`src/rtl/reg6_hs_arbiter_if.sv`:
```
// Bundle of the requester-side and register-side signals of reg6_hs_arbiter.
// The arbiter uses the slave modport; the requesters plus the 6-bit register use master.
interface reg6_hs_arbiter_if #(
  parameter int N_REQ = 4,
  parameter int W     = 6,
  parameter int IDW   = 2
);
  logic [N_REQ-1:0]   req;
  logic [N_REQ*W-1:0] data_i;
  logic [N_REQ-1:0]   ack;
  logic [IDW-1:0]     grant_id;
  logic               busy;
  logic               reg_en;
  logic [W-1:0]       reg_data;
  logic               reg_fim;
  logic               err;

  modport slave (
    input  req, data_i, reg_fim,
    output ack, grant_id, busy, reg_en, reg_data, err
  );

  modport master (
    output req, data_i, reg_fim,
    input  ack, grant_id, busy, reg_en, reg_data, err
  );
endinterface

```
`src/rtl/reg6_hs_arbiter.sv`:
```
// Round-robin arbiter sharing one 6-bit handshake register among N_REQ requesters.
// Define ARB_TIMEOUT_EN to abort a WRITE that sees no fim within TIMEOUT_CYC cycles.
module reg6_hs_arbiter #(
  parameter int N_REQ       = 4,
  parameter int W           = 6,
  parameter int IDW         = 2,
  parameter int TIMEOUT_CYC = 8
) (
  input  logic               clk,
  input  logic               rst_n,
  reg6_hs_arbiter_if.slave   bus
);

`ifdef ARB_TIMEOUT_EN
  typedef enum logic [2:0] {IDLE, WRITE, ACK, RELEASE, ABORT} state_t;
  localparam int CNT_W = $clog2(TIMEOUT_CYC + 1);
  logic [CNT_W-1:0] cnt_q, cnt_d;
  logic             err_q, err_d;
`else
  typedef enum logic [1:0] {IDLE, WRITE, ACK, RELEASE} state_t;
`endif

  state_t           state_q, state_d;
  logic             reg_en_q, reg_en_d;
  logic [W-1:0]     reg_data_q, reg_data_d;
  logic [N_REQ-1:0] ack_q, ack_d;
  logic [IDW-1:0]   grant_id_q, grant_id_d;
  logic             busy_q, busy_d;
  logic [IDW-1:0]   rr_q, rr_d;
  logic             found;
  logic [IDW-1:0]   win;
  logic [IDW-1:0]   next_rr;

  assign next_rr = IDW'((int'(grant_id_q) + 1) % N_REQ);

  // Search starts at the rr pointer so the last winner ends up with the lowest priority.
  always_comb begin
    found = 1'b0;
    win   = rr_q;
    for (int off = 0; off < N_REQ; off++) begin
      if (!found && bus.req[(int'(rr_q) + off) % N_REQ]) begin
        found = 1'b1;
        win   = IDW'((int'(rr_q) + off) % N_REQ);
      end
    end
  end

  always_comb begin
    state_d    = state_q;
    reg_data_d = reg_data_q;
    ack_d      = '0;
    grant_id_d = grant_id_q;
    rr_d       = rr_q;
`ifdef ARB_TIMEOUT_EN
    cnt_d      = cnt_q;
    err_d      = 1'b0;
`endif
    case (state_q)
      IDLE: begin
        if (found) begin
          state_d    = WRITE;
          reg_data_d = bus.data_i[int'(win)*W +: W];
          grant_id_d = win;
`ifdef ARB_TIMEOUT_EN
          cnt_d      = '0;
`endif
        end
      end
      WRITE: begin
        if (bus.reg_fim) begin
          state_d = ACK;
          ack_d   = N_REQ'(1) << grant_id_q;
        end
`ifdef ARB_TIMEOUT_EN
        else if (cnt_q == CNT_W'(TIMEOUT_CYC - 1)) begin
          state_d = ABORT;
          ack_d   = N_REQ'(1) << grant_id_q;
          err_d   = 1'b1;
        end else begin
          cnt_d = cnt_q + 1'b1;
        end
`endif
      end
      ACK: begin
        state_d = RELEASE;
        rr_d    = next_rr;
      end
`ifdef ARB_TIMEOUT_EN
      ABORT: begin
        state_d = RELEASE;
        rr_d    = next_rr;
      end
`endif
      // A fim left high from the finished write must drop before the next grant.
      RELEASE: begin
        if (!bus.reg_fim) state_d = IDLE;
      end
      default: state_d = IDLE;
    endcase
    reg_en_d = (state_d == WRITE);
    busy_d   = (state_d != IDLE);
  end

  always_ff @(posedge clk or negedge rst_n) begin
    if (!rst_n) begin
      state_q    <= IDLE;
      reg_en_q   <= 1'b0;
      reg_data_q <= '0;
      ack_q      <= '0;
      grant_id_q <= '0;
      busy_q     <= 1'b0;
      rr_q       <= '0;
`ifdef ARB_TIMEOUT_EN
      cnt_q      <= '0;
      err_q      <= 1'b0;
`endif
    end else begin
      state_q    <= state_d;
      reg_en_q   <= reg_en_d;
      reg_data_q <= reg_data_d;
      ack_q      <= ack_d;
      grant_id_q <= grant_id_d;
      busy_q     <= busy_d;
      rr_q       <= rr_d;
`ifdef ARB_TIMEOUT_EN
      cnt_q      <= cnt_d;
      err_q      <= err_d;
`endif
    end
  end

  assign bus.reg_en   = reg_en_q;
  assign bus.reg_data = reg_data_q;
  assign bus.ack      = ack_q;
  assign bus.grant_id = grant_id_q;
  assign bus.busy     = busy_q;
`ifdef ARB_TIMEOUT_EN
  assign bus.err      = err_q;
`else
  assign bus.err      = 1'b0;
`endif

endmodule

```
`src/flat_wrapper.sv`:
```
// flat-port wrapper written by rule: the top's interface ports become plain ports
module reg6_hs_arbiter_flat 
#(
  parameter int N_REQ       = 4,
  parameter int W           = 6,
  parameter int IDW         = 2,
  parameter int TIMEOUT_CYC = 8
)
  (clk, rst_n, bus_req, bus_data_i, bus_reg_fim, bus_ack, bus_grant_id, bus_busy, bus_reg_en, bus_reg_data, bus_err);
  reg6_hs_arbiter_if #(.N_REQ(N_REQ), .W(W), .IDW(IDW)) bus_i ();
  input  logic clk;
  input  logic rst_n;
  input wire logic [$bits(bus_i.req)-1:0] bus_req;
  input wire logic [$bits(bus_i.data_i)-1:0] bus_data_i;
  input wire logic [$bits(bus_i.reg_fim)-1:0] bus_reg_fim;
  output wire logic [$bits(bus_i.ack)-1:0] bus_ack;
  output wire logic [$bits(bus_i.grant_id)-1:0] bus_grant_id;
  output wire logic [$bits(bus_i.busy)-1:0] bus_busy;
  output wire logic [$bits(bus_i.reg_en)-1:0] bus_reg_en;
  output wire logic [$bits(bus_i.reg_data)-1:0] bus_reg_data;
  output wire logic [$bits(bus_i.err)-1:0] bus_err;
  assign bus_i.req = bus_req;
  assign bus_i.data_i = bus_data_i;
  assign bus_i.reg_fim = bus_reg_fim;
  assign bus_ack = bus_i.ack;
  assign bus_grant_id = bus_i.grant_id;
  assign bus_busy = bus_i.busy;
  assign bus_reg_en = bus_i.reg_en;
  assign bus_reg_data = bus_i.reg_data;
  assign bus_err = bus_i.err;
  reg6_hs_arbiter #(.N_REQ(N_REQ), .W(W), .IDW(IDW), .TIMEOUT_CYC(TIMEOUT_CYC)) u_core (.clk(clk), .rst_n(rst_n), .bus(bus_i));
endmodule
```
`config.mk`:
```
export PLATFORM = sky130hd
export DESIGN_NAME = reg6_hs_arbiter_flat
export DESIGN_NICKNAME = d
export VERILOG_FILES = /design/src/rtl/reg6_hs_arbiter_if.sv /design/src/rtl/reg6_hs_arbiter.sv /design/src/flat_wrapper.sv
export SDC_FILE = /design/constraint.sdc
export NUM_CORES = 1
export LEC_CHECK = 0
export ABC_CLOCK_PERIOD_IN_PS = 1990
export CAP_MARGIN = 20
export CORE_MARGIN = 3
export CORE_UTILIZATION = 41
export DETAILED_ROUTE_END_ITERATION = 8
export PLACE_DENSITY = 0.79
export SLEW_MARGIN = 20
export SYNTH_ARGS = -nofsm -noshare
export SYNTH_HDL_FRONTEND = slang
export SYNTH_SLANG_ARGS = --single-unit
```
`constraint.sdc`:
```
create_clock -name clk -period 1.99 [get_ports clk]
set_input_delay 0.199 -clock clk [delete_from_list [all_inputs] [get_ports clk]]
set_output_delay 0.199 -clock clk [all_outputs]
set_load 0.02 [all_outputs]
```
==> tab_implementation.tex <==
\begin{tabular}{lr}
\hline
Metric & Value \\
\hline
\multicolumn{2}{l}{\textbf{Yosys}} \\
Synth warnings & 0 \\
Cell count after synthesis & 92 \\
Mapped cell area & 1010 sq um \\
Count of distinct cell types in the synthesized netlist & 26 \\
Mean instance size in the synthesized netlist & 10.9 sq um \\
Sequential cell area fraction in the yosys report & 44.7\% \\
Flops \& latches, synth & 18 \\
Syn nets & 127 \\
\multicolumn{2}{l}{\textbf{Floorplanning}} \\
Area enclosed by the die boundary & 3090 sq um \\
Horizontal die dimension & 55.6 microns \\
Placement row count & 17 \\
I/O pins & 46 \\
Die outline height & 55.6 microns \\
Initial core utilization & 44.3\% \\
Core region area & 2280 sq um \\
\multicolumn{2}{l}{\textbf{Global route}} \\
Total global-route track usage & 16.4\% \\
Pin count of the biggest net entering global routing & 19 \\
Number of global-route vias before repair & 882 \\
Initial antenna violation count & 0 \\
Wire length of the first global-routing pass & 4060 microns \\
GR Overflow Total & 0 \\
\multicolumn{2}{l}{\textbf{Finish}} \\
Finished layout cell area & 1520 sq um \\
Layout fillers & 179 \\
Final std cells w/o fill & 167 \\
Ratio of cells with drive above 1 in the final layout & 10.8\% \\
\# nets final & 175 \\
Diode count & 0 \\
Area growth from synthesis to layout & 50.6\% \\
\multicolumn{2}{l}{\textbf{Clocking}} \\
Clock H-tree levels & 1 \\
Number of buffers inserted by post-CTS setup repair & 0 \\
Total CTS buffers & 3 \\
Clock Path Buffers & 2 \\
TritonCTS clock tree & done \\
Reg clk slew, reported paths & 0.10 ns \\
Clock Root Buffer & sky130\_fd\_sc\_hd\_\_clkbuf\_4 \\
Post\_cts resized & 0 \\
Number of sinks on the clock net & 18 \\
Hold-fix buffer count after cts & 0 \\
Clock latency on the worst-skew pair & 0.28 ns \\
\multicolumn{2}{l}{\textbf{Timing}} \\
Endpoints failing setup & 0 \\
Final worst-path cycle share & 84.7\% \\
Post-Route Skew & 0.00113 ns \\
RSZ-0062 raised after global routing & no \\
F\_max & 594 MHz \\
Min Tclk post-route & 1.68 ns \\
Max-slew violation count & 0 \\
Worst hold-check slack & 0.253 ns \\
Number of hold-slack violations in the final timing report & 0 \\
Setup TNS & 0 ns \\
\multicolumn{2}{l}{\textbf{Pwr}} \\
PwrDens & 1300 nW/um\^{}2 \\
Leakage Power & 0.666 nW \\
VDD IR-drop max & 0.904 mV \\
Total Power & 1.97 mW \\
\multicolumn{2}{l}{\textbf{Route}} \\
Number of design rule violations left after detail routing & 0 \\
Via count normalized by instance count & 5.10 \\
Number of design-rule violations left by the first detailed-router iteration & 10 \\
Number of nets still failing antenna checks after routing & 0 \\
Met1 Wirelength & 980 microns \\
Vias after detailed routing & 851 \\
WL final & 2460 microns \\
Max layer used & met4 \\
WL met2 & 1380 microns \\
Iteration count of the initial detailed-routing pass & 2 \\
Drt wl/cell & 14.7 microns \\
Met3 layer wire length in the routed design & 78 microns \\
\multicolumn{2}{l}{\textbf{Setup path}} \\
CP endpoint kind & flip-flop \\
FF-to-FF Start & u\_core.rr\_q[1] \\
Type of the worst setup path & flip-flop to flip-flop \\
CP max FO & 13 \\
Worst Setup Start Kind & flip-flop \\
Worst setup startpoint & u\_core.rr\_q[1] \\
Req. time, crit path & 2.15 ns \\
Crit path arrival time & 1.85 ns \\
Worst-case register-to-register setup slack & 0.31 ns \\
\multicolumn{2}{l}{\textbf{Run}} \\
Max-cap viol count & 0 \\
\multicolumn{2}{l}{\textbf{Placement}} \\
Placer's final routability congestion estimate & 0.759 \\
Quantity of I/O buffers inserted on ports & 44 \\
Placed wire-length estimate & 1950 microns \\
Instance count after placement with tap cells included & 163 \\
Placed Instance Area & 1480 sq um \\
\multicolumn{2}{l}{\textbf{Status}} \\
Status & finished clean \\
\multicolumn{2}{l}{\textbf{Min path}} \\
Type of the worst min-delay path & input pin to async pin \\
\hline
\end{tabular}
[layout make-up]
type | instances | area (sq um) | area share [%]
timing repair buffer | 47 | 475 | 31.4
tap | 28 | 35.0 | 2.31
multi-input combinational | 67 | 508 | 33.5
sequential | 18 | 450 | 29.7
clock buffer | 4 | 36.3 | 2.39
inverter | 3 | 11.3 | 0.743
[through the flow]
step | worst slack, ns | utilization, %
after global routing | 0.223 | 66.6
after global placement | 0.149 | 65.0
after CTS | 0.298 | 66.6
after floorplan | 0.399 | -
after detailed placement | 0.0481 | 65.0
final | 0.305 | 66.6
[logic make-up after synthesis]
group | count (synthesis) | share of synthesized area [%]
other | 1 | 0.372
DFF | 18 | 44.7
AOI/OAI and AO/OA | 16 | 15.2
buffers and inverters | 7 | 4.84
adders and majority gates | 4 | 4.97
muxes | 14 | 14.2
and+or+nand+nor | 32 | 15.8
[critical path, stage by stage (launching register included)]
cell                        delay [ns]
sky130_fd_sc_hd__dfrtp_1          0.49
sky130_fd_sc_hd__nor3b_1          0.21
sky130_fd_sc_hd__a21oi_1          0.08
sky130_fd_sc_hd__a2bb2oi_2        0.21
sky130_fd_sc_hd__buf_12           0.18
sky130_fd_sc_hd__mux2i_1          0.25
sky130_fd_sc_hd__o221ai_2         0.13
[state kept, by name, indices dropped and copies added (netlist names)]
| register | count |
|---|---|
| u_core.bus.busy | 1 |
| u_core.bus.reg_en | 1 |
| u_core.rr_q | 2 |
| u_core.bus.ack | 4 |
| u_core.state_q | 2 |
| u_core.bus.grant_id | 2 |
| u_core.bus.reg_data | 6 |
[report_power, final]
group	total [mW]	switching, mW	internal (mW)	leakage (nW)
Sequential	0.656	0.137	0.519	0.224
Clock	0.222	0.110	0.111	0.0210
Combinational	1.09	0.535	0.555	0.421
Total	1.97	0.782	1.19	0.666
[cells in the mapped netlist, drive strengths merged]
library cell | instances | area (sq um)
a211oi | 1 | 7.51
a21o | 1 | 7.51
a21oi | 3 | 15.0
a2bb2oi | 1 | 15.0
and2 | 4 | 25.0
buf | 4 | 37.5
conb | 1 | 3.75
dfrtp | 18 | 450
ha | 4 | 50.1
inv | 3 | 11.3
mux2 | 2 | 22.5
mux2i | 12 | 120
nand2 | 13 | 48.8
nand2b | 3 | 18.8
nor2 | 4 | 15.0
nor2b | 3 | 18.8
nor3b | 1 | 7.51
nor4 | 1 | 6.26
o211ai | 1 | 7.51
o21ai | 2 | 10.0
o221ai | 6 | 83.8
o22ai | 1 | 6.26
or2 | 2 | 12.5
or3 | 1 | 6.26
[final timing paths]
check / endpoint / depth (start not counted)
worst max-delay path: u_core.bus.reg_data[5] / 6
worst min-delay path: u_core.bus.ack[3] / 2
worst max register to register: u_core.bus.reg_data[5] / 6
worst min register to register: u_core.bus.reg_data[1] / 2
max in group asynchronous: u_core.bus.reg_data[2] / 2
min in group clk: u_core.bus.reg_data[1] / 2
[placed cells by master (no fill, tap or decap)]
| cell | netlist | layout |
|---|---|---|
| sky130_fd_sc_hd__nand2b_1 | 3 | 3 |
| sky130_fd_sc_hd__o21ai_0 | 2 | 2 |
| sky130_fd_sc_hd__nor3b_1 | 1 | 1 |
| sky130_fd_sc_hd__or3_1 | 1 | 1 |
| sky130_fd_sc_hd__mux2i_1 | 12 | 12 |
| sky130_fd_sc_hd__a211oi_1 | 1 | 1 |
| sky130_fd_sc_hd__conb_1 | 1 | 1 |
| sky130_fd_sc_hd__a2bb2oi_2 | 1 | 1 |
| sky130_fd_sc_hd__a21o_1 | 1 | 1 |
| sky130_fd_sc_hd__nor2_1 | 4 | 4 |
| sky130_fd_sc_hd__o211ai_1 | 1 | 1 |
| sky130_fd_sc_hd__clkbuf_8 | 0 | 1 |
| sky130_fd_sc_hd__nand2_1 | 13 | 13 |
| sky130_fd_sc_hd__clkbuf_4 | 0 | 3 |
| sky130_fd_sc_hd__buf_4 | 2 | 2 |
| sky130_fd_sc_hd__o22ai_1 | 1 | 1 |
| sky130_fd_sc_hd__buf_12 | 0 | 1 |
| sky130_fd_sc_hd__nor2b_1 | 3 | 3 |
| sky130_fd_sc_hd__or2_1 | 2 | 2 |
| sky130_fd_sc_hd__clkdlybuf4s50_1 | 0 | 44 |
| sky130_fd_sc_hd__inv_1 | 3 | 3 |
| sky130_fd_sc_hd__and2_1 | 4 | 4 |
| sky130_fd_sc_hd__nor4_1 | 1 | 1 |
| sky130_fd_sc_hd__o221ai_2 | 5 | 5 |
| sky130_fd_sc_hd__ha_1 | 4 | 4 |
| sky130_fd_sc_hd__dfrtp_1 | 18 | 18 |
| sky130_fd_sc_hd__a21oi_1 | 3 | 3 |
| sky130_fd_sc_hd__o221ai_1 | 1 | 1 |
| sky130_fd_sc_hd__mux2_2 | 2 | 2 |
[metal layers]
metal | vias up | global-route usage [%]
li1 | 415 | -
met1 | 421 | 18.5
met2 | 13 | 30.2
met3 | 2 | 2.34
met4 | 0 | 7.29
met5 | - | 0
Power figures use the tool's default switching activity.
